### src/rtl/fetch_stage.sv
// Instruction-fetch stage: owns the PC, drives a synchronous instruction ROM
// (one-cycle read latency) and presents {instr, pc, valid} to decode.
// Execute-stage jumps redirect fetch, and the hazard unit can hold fetch.
// A halt encoding stops fetch until the next reset.
module fetch_stage #(
    parameter int unsigned                ADDR_WIDTH  = 32,
    parameter int unsigned                INSTR_WIDTH = 32,
    parameter logic [ADDR_WIDTH-1:0]      RESET_PC    = '0,
    parameter int unsigned                PC_INCR     = 4,
    parameter logic [INSTR_WIDTH-1:0]     HALT_INSTR  = 32'hFFFF_FFFF
) (
    input  logic                   clk,
    input  logic                   rst,
    input  logic                   stall_f,
    input  logic                   JumpI_e,
    input  logic                   JumpCI_e,
    input  logic                   JumpCD_e,
    input  logic                   zero_e,
    input  logic [ADDR_WIDTH-1:0]  target_e,
    output logic [ADDR_WIDTH-1:0]  imem_addr,
    input  logic [INSTR_WIDTH-1:0] imem_rdata,
    output logic [INSTR_WIDTH-1:0] instr_d,
    output logic [ADDR_WIDTH-1:0]  pc_d,
    output logic [ADDR_WIDTH-1:0]  pc_plus_d,
    output logic                   valid_d,
    output logic                   flush_e,
    output logic                   halted,
    output logic [31:0]            instr_count
);

    localparam logic [ADDR_WIDTH-1:0] INCR = ADDR_WIDTH'(PC_INCR);

    typedef enum logic [1:0] {
        FILL   = 2'd0,
        RUN    = 2'd1,
        HALTED = 2'd2
    } state_t;

    state_t                  state_q;
    state_t                  state_d;
    logic [ADDR_WIDTH-1:0]   pc_q;
    logic [ADDR_WIDTH-1:0]   pcNext;
    logic [31:0]             count_q;
    logic                    takenBranch;
    logic                    acceptInstr;
    logic                    haltHit;

    // Branch resolution from execute and the decode-acceptance condition.
    // A halt is only recognised on an instruction that decode really accepts,
    // so a wrong-path or stalled halt never stops fetch.
    always_comb begin
        takenBranch = JumpI_e | (JumpCI_e & zero_e) | (JumpCD_e & ~zero_e);
        acceptInstr = (state_q == RUN) & ~stall_f & ~takenBranch;
        haltHit     = acceptInstr & (imem_rdata == HALT_INSTR);
    end

    // Next fetch address; the ROM is addressed with it so that the data
    // returned next cycle always belongs to pc_q. The PC is also held on the
    // halting cycle so that it stays parked on the halt instruction.
    always_comb begin
        pcNext = pc_q + INCR;
        if (rst) begin
            pcNext = RESET_PC;
        end else if (state_q == FILL || state_q == HALTED) begin
            pcNext = pc_q;
        end else if (takenBranch) begin
            pcNext = target_e;
        end else if (stall_f || haltHit) begin
            pcNext = pc_q;
        end
    end

    // State register for the fetch FSM.
    always_ff @(posedge clk) begin
        if (rst) begin
            state_q <= FILL;
        end else begin
            state_q <= state_d;
        end
    end

    // Next-state logic: one fill cycle, then run until a halt is accepted.
    always_comb begin
        state_d = state_q;
        case (state_q)
            FILL:    state_d = RUN;
            RUN:     if (haltHit) state_d = HALTED;
            HALTED:  state_d = HALTED;
            default: state_d = FILL;
        endcase
    end

    // FSM outputs; flush is suppressed outside RUN and while in reset.
    always_comb begin
        valid_d = 1'b0;
        halted  = 1'b0;
        flush_e = 1'b0;
        case (state_q)
            RUN: begin
                valid_d = 1'b1;
                flush_e = takenBranch & ~rst;
            end
            HALTED: begin
                halted = 1'b1;
            end
            default: begin
                valid_d = 1'b0;
            end
        endcase
    end

    // PC register follows the fetch address every edge.
    always_ff @(posedge clk) begin
        pc_q <= pcNext;
    end

    // Count of instructions decode accepted; wraps naturally at 2^32.
    always_ff @(posedge clk) begin
        if (rst) begin
            count_q <= '0;
        end else if (acceptInstr) begin
            count_q <= count_q + 32'd1;
        end
    end

    assign imem_addr   = pcNext;
    assign instr_d     = imem_rdata;
    assign pc_d        = pc_q;
    assign pc_plus_d   = pc_q + INCR;
    assign instr_count = count_q;

endmodule

### config.mk
export PLATFORM = sky130hd
export DESIGN_NAME = fetch_stage
export DESIGN_NICKNAME = d
export VERILOG_FILES = /design/src/rtl/fetch_stage.sv
export SDC_FILE = /design/constraint.sdc
export NUM_CORES = 1
export LEC_CHECK = 0
export ABC_AREA = 0
export CORE_UTILIZATION = 34
export CTS_BUF_LIST = sky130_fd_sc_hd__clkbuf_4 sky130_fd_sc_hd__clkbuf_8
export CTS_CLUSTER_DIAMETER = 100
export DETAILED_ROUTE_END_ITERATION = 7
export GPL_TIMING_DRIVEN = 0
export PLACE_DENSITY = 0.8
export SLEW_MARGIN = 20
export SYNTH_ARGS = -nofsm -noshare
export SYNTH_HDL_FRONTEND = slang
export SYNTH_SLANG_ARGS = --single-unit
### constraint.sdc
create_clock -name clk -period 6.77 [get_ports clk]
set_clock_uncertainty 0.2 [all_clocks]
set_input_delay 2.031 -clock clk [delete_from_list [all_inputs] [get_ports clk]]
set_output_delay 2.031 -clock clk [all_outputs]
set_load 0.005 [all_outputs]
==> run_results.csv, run 1 <==
group,metric,value,unit
status,status,"completed",
synth,ys_types,51,
detailed_routing,drt_wl_total,17970,µm
place,place_hpwl,13630,µm
clock_network,clockBufferDepth,2,
floorplan,fp.dieW,119.2,µm
detailed_routing,routed_via_density,5.396,
power,clockPowerShare,19.1,%
cells_and_area,area_growth,64.16,%
sta,setup_ws,0.07285,ns
sta,grt_setup_unrepaired,"false",
floorplan,initial_core_util,35.10,%
worst_setup_path,end_kind,"output pin",
floorplan,die-area,0.01420,mm²
worst_hold_path,hold_class,"reg -> reg",
power,seqPwrFrac,28.6,%
worst_setup_path,required,4.54,ns
worst_setup_path,cp.arrival,4.47,ns
synth,synth_edf_count,0,
job,drv_cap,0,
detailed_routing,ant_nets,0,
detailed_routing,drcViolationCount,0,
power,swShare,38.21,%
grt,gr-total-overflow,0,
grt,gr-usage-met2,39.83,%
floorplan,row_count,42,
grt,grt_antenna_before_repair,0,
synth,synth_ff_type,"dfxtp_1",
sta,setup_tns,0,ns
clock_network,cts_sinks,66,
cells_and_area,fillers,1212,
sta,post-route-period-util,98.92,%
power,powerDensity,242.7,mW/mm²
power,combPwrFrac,52.3,%
cells_and_area,multi_input_area,0.002904,mm²
cells_and_area,stdcell_count,1039,
grt,grt_max_degree,13,
cells_and_area,diodes,0,
sta,maxSlewHeadroom,51.94,%
cells_and_area,layout_commonest_cell,"clkdlybuf4s50_1",
detailed_routing,first_pass_iters,5,
sta,hold_viol_final,0,
synth,synth_nets,681,
power,totalPowerFinal,1860,µW
synth,seq_area_frac_synth,28.31,%
synth,synthArstFlopShare,0,%
worst_setup_path,startpoint,"zero_e",
grt,first_global_vias,5102,
floorplan,die_h,119.2,µm
synth,syn_area,0.004667,mm²
detailed_routing,first_iter_violations,392,
worst_setup_path,cp-start-kind,"input port",
clock_network,path_clk_slew,0.08,ns
clock_network,htreeDepth,3,
synth,synth-seq-cells,66,
detailed_routing,wl_per_cell,17.30,µm
sta,layout_min_cycle_time,6.697,ns
place,place_ws,-0.8816,ns
worst_hold_path,hp-start,"pc_d[1]$_DFF_P_",
cells_and_area,most-common-layout-cells,"clkdlybuf4s50_1 (207), nand2_1 (70), dfxtp_1 (66)",
synth,yosys_warnings,0,
place,gp_congestion,0.9153,
detailed_routing,vias,5606,
synth,syn_inst,605,
sta,setup_viol,0,
power,total_leakage_power,0.002983,µW
place,placedCellCount,1014,
floorplan,num_io_pins,234,
power,ir_worst_vdd,0.1193,mV
worst_setup_path,worstPathMaxFanout,5,
grt,grt_pass1_wl,27260,µm
sta,fmax,149.3,MHz
grt,met1_usage,31.52,%
clock_network,cts_buffers,9,
power,switchingPower,710.5,µW
power,p_int,1149,µW
sta,worst_slew_pin_slew,0.7143,ns
cells_and_area,drive_above_1_share,12.98,%
worst_setup_path,r2r_start,"state_q[0]$_SDFFE_PP0P_",
cells_and_area,ff_latch_area,0.001321,mm²
cells_and_area,nets,934,
place,numPortBuffers,233,
synth,syn_avg_cell_area,7.714,µm²
clock_network,cts_root_buf,"clkbuf_8",
floorplan,core,0.01330,mm²
grt,grt_busiest_layer,"met2",
cells_and_area,post-route-util,57.62,%
grt,grt_util_met3,5.460,%
sta,maxSlewViolCount,0,
worst_setup_path,worstSetupPathType,"in -> out",
worst_setup_path,r2r_slack,4.00,ns
clock_network,tritoncts,"yes",
clock_network,worst_skew_pair.late_latency,0.37,ns
grt,gr-usage-all-layers,24.55,%
-- repair_timing --
action	4_1_cts	5_1_grt
gates resized for setup	38	34
hold buffers	0	0
setup buffers	9	1
pin swaps	5	9
endpoints found under the setup margin	32	25
-- Yosys cell counts (9+ instances only) --
library cell	count	area share, %
a31oi_1	15	2.0
xnor2_1	52	9.8
nor4_1	10	1.3
clkbuf_1	30	2.4
buf_2	17	1.8
xor2_1	9	1.7
nand4_1	23	3.1
nand3_1	30	3.2
nor2_1	37	3.0
and3_1	14	1.9
o211ai_1	28	4.5
o22ai_1	10	1.3
dfxtp_1	66	28
nand2_1	70	5.6
buf_4	34	5.5
a21oi_1	26	2.8
nor3_1	24	2.6
inv_1	12	0.97
-- power by group through the flow --
stage | combinational [µW] | sequential, µW | clock, µW
floorplan | 420 | 525 | 0
finish | 972 | 532 | 356
CTS | 966 | 530 | 361
global route | 1040 | 543 | 379
global placement | 942 | 536 | 0
detailed placement | 948 | 539 | 0
-- worst max-delay path: stages --
cell and delay, ns:
clkdlybuf4s50_1 0.48, mux2_4 0.35, or3_4 0.39, buf_4 0.15, or4b_2 0.60, o211ai_1 0.18
dlygate4sd2_1 0.28
-- metrics by stage --
step,hold WS [ns],cell area [µm²]
after floorplan,0.2905,4667
after global placement,0.2928,7219
after detailed placement,0.3110,7219
after CTS,0.3225,7570
after global routing,0.3456,7661
final,0.3127,7661
-- path summary, 6_finish.rpt --
path,to,depth (start not counted)
setup reg to reg,pc_d[11]$_DFF_P_,7
setup / recovery,imem_addr[11],7
hold reg to reg,pc_d[1]$_DFF_P_,2
hold / removal,pc_d[1]$_DFF_P_,2
-- routing by layer --
metal	vias up	wire (µm)
li1	2663	-
met1	2597	7337
met2	313	8336
met3	33	1855
met4	0	444
met5	-	0
-- registers in the layout, summed over array words and instances, names as in the netlist --
signal / count
instr_count: 32
pc_d: 32
state_q: 2
-- kinds of logic after synthesis --
logic type | Yosys count | synth area share [%]
flip-flops | 66 | 28.31
AND/OR/NAND/NOR | 258 | 29.84
AO/OA/AOI/OAI | 108 | 15.76
buffers and inverters | 97 | 10.99
adder cells (fa/ha/maj) | 5 | 1.340
multiplexers | 10 | 2.306
XOR/XNOR | 61 | 11.45
-- cell type report --
cell class	count	area share, %
Multi-Input combinational cell	442	37.91
Timing Repair Buffer	243	31.93
Sequential cell	66	17.25
Buffer	84	6.794
Tap cell	176	2.874
Clock buffer	10	1.797
Clock inverter	6	0.8656
Inverter	12	0.5879
(Power assumes the default switching activity.)
==> run 2: changes to the inputs <==
--- a/config.mk
+++ b/config.mk
@@ -10,7 +10,6 @@
 export CTS_BUF_LIST = sky130_fd_sc_hd__clkbuf_4 sky130_fd_sc_hd__clkbuf_8
 export CTS_CLUSTER_DIAMETER = 100
 export DETAILED_ROUTE_END_ITERATION = 7
-export GPL_TIMING_DRIVEN = 0
 export PLACE_DENSITY = 0.8
 export SLEW_MARGIN = 20
 export SYNTH_ARGS = -nofsm -noshare
==> constraint.sdc (replaced) <==
create_clock -name clk -period 6.77 [get_ports clk]
set_clock_uncertainty 0.2 [all_clocks]
set_input_delay 1.354 -clock clk [delete_from_list [all_inputs] [get_ports clk]]
set_output_delay 1.354 -clock clk [all_outputs]
set_load 0.005 [all_outputs]
==> run 2 against run 1 <==
  * Final area fell by 7.7%
  * Clock power barely moved
  * Cell count fell by 7.8%
  * Utilization fell by 4.5 points
  * Global-route usage fell by 2.1 points
  * Highest routed layer unchanged
  * Die area did not move
  * Sequential power rose by 6.2%
  * Clock-buffer cell count fell by 1
  * Combinational power fell by 10%
  * Routed wire length fell by 9.4%
  * Worst setup slack improved by 0.75 ns
  * Register-to-register slack got worse by 0.06 ns
==> run_results.csv, run 2 (same netlist as run 1, synthesis figures left out) <==
group,metric,value,unit
sta,maxSlewHeadroom,44.55,%
clock_network,cts_sinks,66,
worst_setup_path,cp-start-kind,"input port",
worst_setup_path,r2r_slack,3.94,ns
power,totalPowerFinal,1794,µW
power,total_leakage_power,0.002320,µW
cells_and_area,nets,853,
detailed_routing,ant_nets,0,
clock_network,path_clk_slew,0.08,ns
cells_and_area,drive_above_1_share,6.010,%
clock_network,cts_root_buf,"clkbuf_8",
worst_setup_path,required,5.22,ns
power,powerDensity,253.8,mW/mm²
sta,layout_min_cycle_time,5.948,ns
detailed_routing,drt_wl_total,16280,µm
floorplan,die_h,119.2,µm
cells_and_area,area_growth,51.45,%
clock_network,postCtsHoldBufs,0,
floorplan,die-area,0.01420,mm²
worst_setup_path,r2r-end,"pc_d[11]$_DFF_P_",
worst_hold_path,min_to,"pc_d[1]$_DFF_P_",
detailed_routing,first_pass_iters,5,
sta,setup_tns,0,ns
floorplan,initial_core_util,35.10,%
place,place_hpwl,11980,µm
sta,grt_setup_unrepaired,"false",
clock_network,worst_skew_pair.late_latency,0.37,ns
job,drv_cap,0,
sta,post-route-period-util,87.85,%
clock_network,cts.repair.resized,0,
worst_setup_path,worstPathMaxFanout,21,
detailed_routing,drcViolationCount,0,
worst_setup_path,r2r_cells,9,
detailed_routing,wl_per_cell,16.99,µm
sta,setup_viol,0,
detailed_routing,vias,5295,
worst_setup_path,cp.arrival,4.39,ns
cells_and_area,most-common-layout-cells,"clkdlybuf4s50_1 (232), nand2_1 (70), dfxtp_1 (66)",
worst_setup_path,worstSetupPathType,"in -> out",
floorplan,row_count,42,
worst_hold_path,hold-path-cell-count,2,
grt,gr-usage-all-layers,22.41,%
detailed_routing,routed_via_density,5.527,
sta,maxSlewViolCount,0,
clock_network,cts_buffers,9,
floorplan,fp.dieW,119.2,µm
status,status,"completed",
clock_network,htreeDepth,3,
worst_setup_path,end_kind,"output pin",
floorplan,num_io_pins,234,
place,gp_congestion,0.8525,
grt,grt_max_degree,68,
grt,gr-total-overflow,0,
sta,hold_viol_final,0,
clock_network,post_cts_buffers,0,
grt,grt_antenna_before_repair,0,
power,ir_worst_vdd,0.1365,mV
cells_and_area,diodes,0,
clock_network,tritoncts,"yes",
detailed_routing,first_iter_violations,445,
place,numPortBuffers,233,
floorplan,core,0.01330,mm²
cells_and_area,post-route-util,53.16,%
sta,fmax,168.1,MHz
worst_hold_path,hold_class,"reg -> reg",
cells_and_area,layout_commonest_cell,"clkdlybuf4s50_1",
sta,worst_slew_pin_slew,0.8308,ns
grt,grt_pass1_wl,25390,µm
grt,first_global_vias,4899,
worst_hold_path,hp-start,"pc_d[1]$_DFF_P_",
clock_network,clockBufferDepth,2,
sta,fin_hold_ws,0.3038,ns
worst_setup_path,r2r_start,"state_q[1]$_SDFFE_PP0P_",
[run 2: cell count changes in the layout (fill, tap and decap cells not counted), sizes merged, moves of 7 or more]
cell | previous run | this run
buf | 69 | 14
clkbuf | 35 | 9
clkdlybuf4s50 | 207 | 232
dlymetal6s2s | 19 | 0
dlygate4sd2 | 7 | 0
[run 2: worst max-delay path, stage by stage]
cell and delay (ns):
clkdlybuf4s50_1 0.46, mux2_2 0.36, buf_4 0.22, or3_1 0.58
buf_4 0.29, or3_1 0.31, mux2i_1 0.15, a311o_1 0.14
clkdlybuf4s50_1 0.52
[run 2: worst max path at each step]
stage	to	start
3_3_place_gp	imem_addr[9]	zero_e
5_1_grt	imem_addr[9]	zero_e
2_1_floorplan	imem_addr[25]	zero_e
3_5_place_dp	imem_addr[9]	zero_e
6_report	imem_addr[9]	zero_e
4_1_cts	imem_addr[9]	zero_e
[run 2: through the flow]
stage                     std cells  cell area, µm²  setup slack, ns
final                           958            7068           0.8225
after global routing            958            7068           0.7032
after CTS                       958            7068           0.8280
after detailed placement        942            6867           0.8372
after global placement          942            6867           0.8420
after floorplan                 605            4667            2.321
[run 2: final cells by class]
| class | count | area (µm²) |
|---|---|---|
| Fill cell | 1262 | 6227 |
| Multi-Input combinational cell | 442 | 2855 |
| Timing Repair Buffer | 246 | 2425 |
| Sequential cell | 66 | 1321 |
| Tap cell | 176 | 220.2 |
| Clock buffer | 9 | 123.9 |
| Clock inverter | 7 | 77.57 |
| Inverter | 12 | 45.04 |
[run 2: power breakdown]
part	leakage, µW	internal, µW	total, µW	switching, µW
Clock	0.000100	173	357	184
Sequential	0.000536	448	565	117
Combinational	0.00168	492	871	380
[run 2: routing by layer]
metal | track usage [%] | wire length [µm] | vias up
met5 | 0 | 0 | -
met4 | 9.019 | 337 | 0
met3 | 4.167 | 1347 | 24
met2 | 38.26 | 7842 | 284
met1 | 27.55 | 6751 | 2484
li1 | - | - | 2503
